==> config.mk <==
export PLATFORM = sky130hd
export DESIGN_NAME = rstn_seq_gen
export DESIGN_NICKNAME = d
export VERILOG_FILES = /design/src/rtl/rstn_seq_gen.sv
export SDC_FILE = /design/constraint.sdc
export NUM_CORES = 1
export LEC_CHECK = 0
export BUFFER_PORTS_ARGS = -buffer_cell sky130_fd_sc_hd__buf_4
export CORE_AREA = 3 3 60 62
export CTS_CLUSTER_SIZE = 10
export DETAILED_ROUTE_END_ITERATION = 8
export DIE_AREA = 0 0 63 65
export GPL_ROUTABILITY_DRIVEN = 0
export HOLD_SLACK_MARGIN = 0.05
export PLACE_DENSITY = 0.71
export SLEW_MARGIN = 20
export SYNTH_ARGS = -nofsm -noshare
export SYNTH_HDL_FRONTEND = slang
export SYNTH_SLANG_ARGS = --single-unit
==> constraint.sdc <==
create_clock -name clk -period 2.16 [get_ports clk]
set_input_delay 0 -clock clk [delete_from_list [all_inputs] [get_ports clk]]
set_output_delay 0 -clock clk [all_outputs]
set_load 0.01 [all_outputs]
==> src/rtl/rstn_seq_gen.sv <==
// Staged reset sequencer.
// Drives NUM_STAGES active-low resets that all assert together, stay low for
// HOLD_CYCLES, and then release one stage at a time, STAGE_GAP cycles apart.
// A sequence is started by the external reset, by a one-cycle software
// request, or by a debounced press of an asynchronous reset button.
module rstn_seq_gen #(
    parameter int NUM_STAGES      = 3,
    parameter int HOLD_CYCLES     = 16,
    parameter int STAGE_GAP       = 8,
    parameter int DEBOUNCE_CYCLES = 1000
) (
    input  logic                  clk,
    input  logic                  rstn,
    input  logic                  sw_rst_req,
    input  logic                  key_n,
    output logic [NUM_STAGES-1:0] rstn_out,
    output logic                  rst_busy,
    output logic                  rst_done
);

    localparam int HW = $clog2(HOLD_CYCLES + 1);
    localparam int GW = $clog2(STAGE_GAP + 1);
    localparam int DW = $clog2(DEBOUNCE_CYCLES + 1);

    localparam logic [HW-1:0] HOLD_LAST = HW'(HOLD_CYCLES - 1);
    localparam logic [GW-1:0] GAP_LAST  = GW'(STAGE_GAP - 1);
    localparam logic [DW-1:0] DB_LAST   = DW'(DEBOUNCE_CYCLES - 1);

    localparam logic [NUM_STAGES-1:0] FIRST_STAGE = NUM_STAGES'(1);

    localparam logic [1:0] IDLE    = 2'd0;
    localparam logic [1:0] ASSERT  = 2'd1;
    localparam logic [1:0] RELEASE = 2'd2;

    // Key path state
    logic          sync1_q, sync2_q;
    logic          keyLvl_q, keyLvl_d;
    logic [DW-1:0] dbCnt_q, dbCnt_d;
    logic          keyEvt_q, keyEvt_d;

    // Sequencer state
    logic [1:0]            state_q, state_d;
    logic [HW-1:0]         holdCnt_q, holdCnt_d;
    logic [GW-1:0]         gapCnt_q, gapCnt_d;
    logic [NUM_STAGES-1:0] rstnOut_q, rstnOut_d;
    logic                  busy_q, busy_d;
    logic                  done_q, done_d;

    logic request;

    // Two-flop synchronizer for the raw button; idles high (not pressed).
    always_ff @(posedge clk or negedge rstn) begin
        if (!rstn) begin
            sync1_q <= 1'b1;
            sync2_q <= 1'b1;
        end else begin
            sync1_q <= key_n;
            sync2_q <= sync1_q;
        end
    end

    // Accept a new key level only after it has differed for DEBOUNCE_CYCLES in a row.
    always_comb begin
        keyLvl_d = keyLvl_q;
        dbCnt_d  = dbCnt_q;
        if (sync2_q == keyLvl_q) begin
            dbCnt_d = '0;
        end else if (dbCnt_q == DB_LAST) begin
            keyLvl_d = sync2_q;
            dbCnt_d  = '0;
        end else begin
            dbCnt_d = dbCnt_q + 1'b1;
        end
        keyEvt_d = keyLvl_q & ~keyLvl_d;
    end

    // Debounce registers; the press event is a one-cycle pulse on the 1->0 accept.
    always_ff @(posedge clk or negedge rstn) begin
        if (!rstn) begin
            keyLvl_q <= 1'b1;
            dbCnt_q  <= '0;
            keyEvt_q <= 1'b0;
        end else begin
            keyLvl_q <= keyLvl_d;
            dbCnt_q  <= dbCnt_d;
            keyEvt_q <= keyEvt_d;
        end
    end

    assign request = sw_rst_req | keyEvt_q;

    // Sequencer next state: a request always restarts the hold phase from zero.
    always_comb begin
        state_d   = state_q;
        holdCnt_d = holdCnt_q;
        gapCnt_d  = gapCnt_q;
        rstnOut_d = rstnOut_q;
        busy_d    = busy_q;
        done_d    = 1'b0;
        if (request) begin
            state_d   = ASSERT;
            holdCnt_d = '0;
            gapCnt_d  = '0;
            rstnOut_d = '0;
            busy_d    = 1'b1;
        end else begin
            case (state_q)
                ASSERT: begin
                    if (holdCnt_q == HOLD_LAST) begin
                        rstnOut_d = FIRST_STAGE;
                        gapCnt_d  = '0;
                        if (&rstnOut_d) begin
                            state_d = IDLE;
                            busy_d  = 1'b0;
                            done_d  = 1'b1;
                        end else begin
                            state_d = RELEASE;
                        end
                    end else begin
                        holdCnt_d = holdCnt_q + 1'b1;
                    end
                end
                RELEASE: begin
                    if (gapCnt_q == GAP_LAST) begin
                        rstnOut_d = (rstnOut_q << 1) | FIRST_STAGE;
                        gapCnt_d  = '0;
                        if (&rstnOut_d) begin
                            state_d = IDLE;
                            busy_d  = 1'b0;
                            done_d  = 1'b1;
                        end
                    end else begin
                        gapCnt_d = gapCnt_q + 1'b1;
                    end
                end
                IDLE: begin
                end
                default: begin
                    state_d = IDLE;
                end
            endcase
        end
    end

    // Sequencer registers; reset parks the block at the start of the hold phase.
    always_ff @(posedge clk or negedge rstn) begin
        if (!rstn) begin
            state_q   <= ASSERT;
            holdCnt_q <= '0;
            gapCnt_q  <= '0;
            rstnOut_q <= '0;
            busy_q    <= 1'b1;
            done_q    <= 1'b0;
        end else begin
            state_q   <= state_d;
            holdCnt_q <= holdCnt_d;
            gapCnt_q  <= gapCnt_d;
            rstnOut_q <= rstnOut_d;
            busy_q    <= busy_d;
            done_q    <= done_d;
        end
    end

    assign rstn_out = rstnOut_q;
    assign rst_busy = busy_q;
    assign rst_done = done_q;

endmodule

Word-level counts from Yosys, hierarchy flattened
Cells that the tools add are included.

word-level totals
  logic and storage cells = 68
  bits in registers = 30

cells by class
  reductions and logical operators = 12
  bitwise operators = 3
  add/subtract/negate cells = 3
  equal/unequal tests = 11
  multiplexer cells = 28

operators by type and width
  kind                                                  number
  two-way mux 10 bit                                    2
  two-way mux 5 bit                                     3
  two-way mux 4 bit                                     3
  adder 10 x 1 -> 10 bit (second input constant)        1
  equality test 10 bit (second input constant)          1
  two-way mux 1 bit                                     10
  two-way mux 3 bit                                     3
  != test 3 bit (second input constant)                 3
  two-way mux 2 bit                                     4
  case mux 4 bit (2 select lines)                       1
  nonzero test 2 bit                                    4
  case mux 2 bit (3 select lines)                       1
  case mux 3 bit (2 select lines)                       1
  AND reduction 2 bit                                   3
  AND reduction 3 bit                                   2
  adder 5 x 1 -> 5 bit (second input constant)          1
  equality test 5 x 4 -> 1 bit (second input constant)  1
  adder 4 x 1 -> 4 bit (second input constant)          1
  equality test 4 x 3 -> 1 bit (second input constant)  1
  != test 2 bit (second input constant)                 2
  AND reduction 4 bit                                   1
  nonzero test 3 bit                                    1
  equality test 2 x 1 -> 1 bit (second input constant)  1
  equality test 2 bit (second input constant)           1
  5 further kinds                                       5

Depth between registers and ports, before layout
  depth in word-level cells = 5
  gate-level depth with buffers = 7

Least setup slack after synthesis
OpenSTA, ideal clock, no wires.

  path kind = reg2reg
  start = reg holdCnt_q[0]
  end = reg holdCnt_q[3]
  slack = 0.450 ns
  stages on the path, launching flop included = 8
  arrival time = 1.583 ns
  required time = 2.033 ns
  clock period less this slack = 1.710 ns
  setup time = 0.127 ns
  cells stage by stage = dfrtp_1 -> ha_1 -> and3_1 -> ha_1 -> nor3b_4 -> nand4_1 -> xor2_1 -> nor2_1

between the ends
  word-level cells in the longest chain between the ends = 4
  elaborated cells on any way between the ends = 7
  those cells by class = add/sub (1); eq/ne (2); mux (3); reduce/logical (1)

ends and longest elaborated chain
  item                    line  text
  start, declared         43    logic [HW-1:0] holdCnt_q, holdCnt_d;
  start signal, assigned  156   holdCnt_q <= holdCnt_d;
  adder 5 x 1 -> 5 bit    120   holdCnt_d = holdCnt_q + 1'b1;
  two-way mux 5 bit       109   if (holdCnt_q == HOLD_LAST) begin
  two-way mux 5 bit       107   case (state_q)
  two-way mux 5 bit       100   if (request) begin

Parallel ways exist; a longest one is shown, timed or not. The select of a mux whose other input is x is not followed.
A chain may end at the register's enable or synchronous reset.

Final worst setup path
  start = reg holdCnt_q[0]
  end = reg rstnOut_q[1], in the netlist rstn_out[1]

between the ends
  word-level cells in the longest chain between the ends = 3

ends and longest elaborated chain
  item                                  line  text
  equality test 5 x 4 -> 1 bit          109
  != test 3 bit (no source line)        n/a
  AND reduction 3 bit (no source line)  n/a
  end signal, assigned                  158   rstnOut_q <= rstnOut_d;
  end, declared                         45    logic [NUM_STAGES-1:0] rstnOut_q, rstnOut_d;

Every way passes these cells.

==> impl_metrics.yaml <==
routing:
  ant_nets: 0
  drtIter0Drc: 37
  vias: 974
  drc: 0
  dr.pass1.iters: 4
  routed_wl_microns: 2320
  wl_per_cell_microns: 12.5
  viasPerCell: 5.24
global_route:
  grt.overflow.total: 0
  grt_pass1_wl_microns: 4440
  first_global_vias: 1056
  groute.usage.overall: 0.140
  grt_max_degree: 31
  antenna_found_initial: 0
floorplanning:
  die_height_microns: 65
  ios: 9
  core_sq_mm: 0.00308
  row_count: 20
  die_area_sq_mm: 0.00410
  dieWidth_microns: 63
  start_util: 0.448
setup_path:
  slowest_delay_ns: 0.40
  slowest_stage: "dfrtp_1"
  reg2regPathDepth: 7
  critical_path.startpoint: "holdCnt_q[0]"
  critPathLaunchType: "register"
  cp-end-kind: "register"
  required_ns: 2.38
  r2r_end: "rstn_out[1]"
  cp_cell_sequence: "ha_1, and3_1, ha_1, nand3b_1, and3_1, nand2b_1, a22o_1"
  rrSetupSlack_ns: 0.31
  worstSetupPathType: "register to register"
  cp-endpoint: "rstn_out[1]"
  cp_data_arrival_time_ns: 2.07
  r2r-start: "holdCnt_q[0]"
  crit_fanout: 5
yosys:
  ys_seq_area_frac: 0.549
  synth_area_leaders: "dfrtp_1, dfstp_2, nor2_1"
  synth_cell_types: 33
  synth-seq-cells: 30
  synth_xor_area_frac: 0.0699
  yosysTopAreaCellShare: 0.454
  synth_compound_gate_area_share: 0.0862
  syn_avg_cell_area_sq_um: 11.1
  synth_flop_cell: "dfrtp_1"
  syn_area_sq_mm: 0.00138
  yosysWarnings: 0
  synth_adder_area_share: 0.0363
  synth_mux_area_frac: 0.0154
  synthSimpleGateAreaFrac: 0.235
  synth_top_area_cell: "dfrtp_1"
  synth-edff-count: 0
  netlist_instances: 124
  synth.net_count: 132
  synth_top_family_by_area: "simple AND/OR/NAND/NOR gates"
  async_flop_share: 1.00
clock_tree:
  htree_num_levels: 2
  cts_sinks: 30
  numCtsBuffers: 5
  cts_root_buf: "clkbuf_4"
  cts_resized: 0
  clock_latency_ns: 0.33
  cts_tree: "yes"
  cts_hold_buf: 3
  post_cts_buffers: 0
  clkSlewWorstSetupHoldPaths_ns: 0.10
  clk_path_buf_depth: 2
sta:
  fin_crit_sh: 0.858
  setup_viol: 0
  hold_slack_ns: 0.112
  worstMarginPinSlew_ns: 0.400
  fin_tns_setup_ns: 0
  postLayoutSetupSlackWorst_ns: 0.307
  fmax_mhz: 540
  rsz0062_at_grt: "false"
  hold_viol: 0
  max_slew_margin: 0.733
  fin_crit_ns: 1.85
  drv_slew: 0
  finalClockSkew_ns: 0.0181
finish:
  final-instance-count-excl-fill: 186
  layout_commonest_cell: "dfrtp_1"
  nets: 149
  n_fill_cell: 291
  drive_gt1_frac: 0.176
  mostFrequentLayoutCells: "dfrtp_1, nor2_1, nand2_1"
  antenna_cells: 0
  syn_to_final_growth_pct: 13.8
power:
  power_density_mw_per_mm2: 607
  power.leakage_nw: 0.725
  total_power_w: 0.000952
  ir_drop_v: 0.000326
place:
  hpwl_microns: 1610
  place_inst: 175
  pre_cts_slack_ns: 0.350
  port_buffers: 8
min_path:
  hold_path.class: "input port to asynchronous set/reset pin"
status:
  status: "finished clean"
run:
  maxCapViolCount: 0
synthesized netlist by cell type (all sizes together) (2+ instances only):
master  count
a21oi       2
nand4       2
and3        3
ha          4
nand2      11
nand2b      4
nor4b       2
xor2        6
dfrtp      25
nand3       5
and4        2
inv         2
a211oi      2
xnor2       5
nor2       18
o21ai       5
nor3        3
or2         2
nand3b      2
a21o        2
dfstp       5
a22o        4
critical path, delay by kind of cell, from the launching register on:
family,cells,cell delay [ns]
AND/OR/NAND/NOR,4,0.74
adder cells (fa/ha/maj),2,0.41
flip-flops,1,0.40
AO/OA/AOI/OAI,1,0.19
worst min-delay path by stage:
stage,to,slack [ns],cells after the start
after floorplan,dbCnt_q[0],-0.30,0
after global placement,rstn_out[2],-0.06,1
after detailed placement,rstn_out[2],-0.06,1
after CTS,rst_done,0.12,2
after global routing,rst_done,0.15,2
final,rst_done,0.11,2
sequential cells by signal (all words and copies together) (netlist names):
name / cells
sync1_q: 1
rst_busy: 1
keyLvl_q: 1
dbCnt_q: 10
holdCnt_q: 5
rst_done: 1
state_q: 2
gapCnt_q: 4
rstn_out: 3
keyEvt_q: 1
sync2_q: 1
cells by family (layout without fill, tap and decap cells):
| group | after synthesis | in the layout |
|---|---|---|
| muxes | 2 | 2 |
| and+or+nand+nor | 57 | 57 |
| buffers and inverters | 3 | 21 |
| adders and majority gates | 4 | 4 |
| DFF | 30 | 30 |
| AOI/OAI and AO/OA | 17 | 17 |
| xor gates and xnor gates | 11 | 11 |
routing by layer:
layer	global-route usage	wire [microns]	vias to the layer above
li1	-	-	472
met1	0.152	1010	470
met2	0.231	1140	21
met3	0.0416	85	11
met4	0.102	89	0
met5	0	0	-
report_power, final:
| group | leakage [nW] | internal [W] | switching, W |
|---|---|---|---|
| logic | 0.304 | 0.0000229 | 0.0000305 |
| clock network | 0.0265 | 0.000130 | 0.000181 |
| registers | 0.395 | 0.000576 | 0.0000119 |
| total | 0.725 | 0.000728 | 0.000224 |
area by class of cell:
| type | instances | area, sq um | share of cell area |
|---|---|---|---|
| clock buffer | 8 | 48.8 | 0.0311 |
| timing repair buffer | 11 | 90.1 | 0.0574 |
| inverter | 2 | 7.51 | 0.00478 |
| sequential | 30 | 757 | 0.482 |
| multi-input combinational | 91 | 611 | 0.389 |
| tap | 44 | 55.1 | 0.0351 |
through the flow:
| stage | cell area, sq um | utilization |
|---|---|---|
| 2_1_floorplan | 1380 | - |
| 3_3_place_gp | 1490 | 0.484 |
| 3_5_place_dp | 1490 | 0.484 |
| 4_1_cts | 1570 | 0.510 |
| 5_1_grt | 1570 | 0.510 |
| 6_report | 1570 | 0.510 |
(Power assumes the default switching activity.)
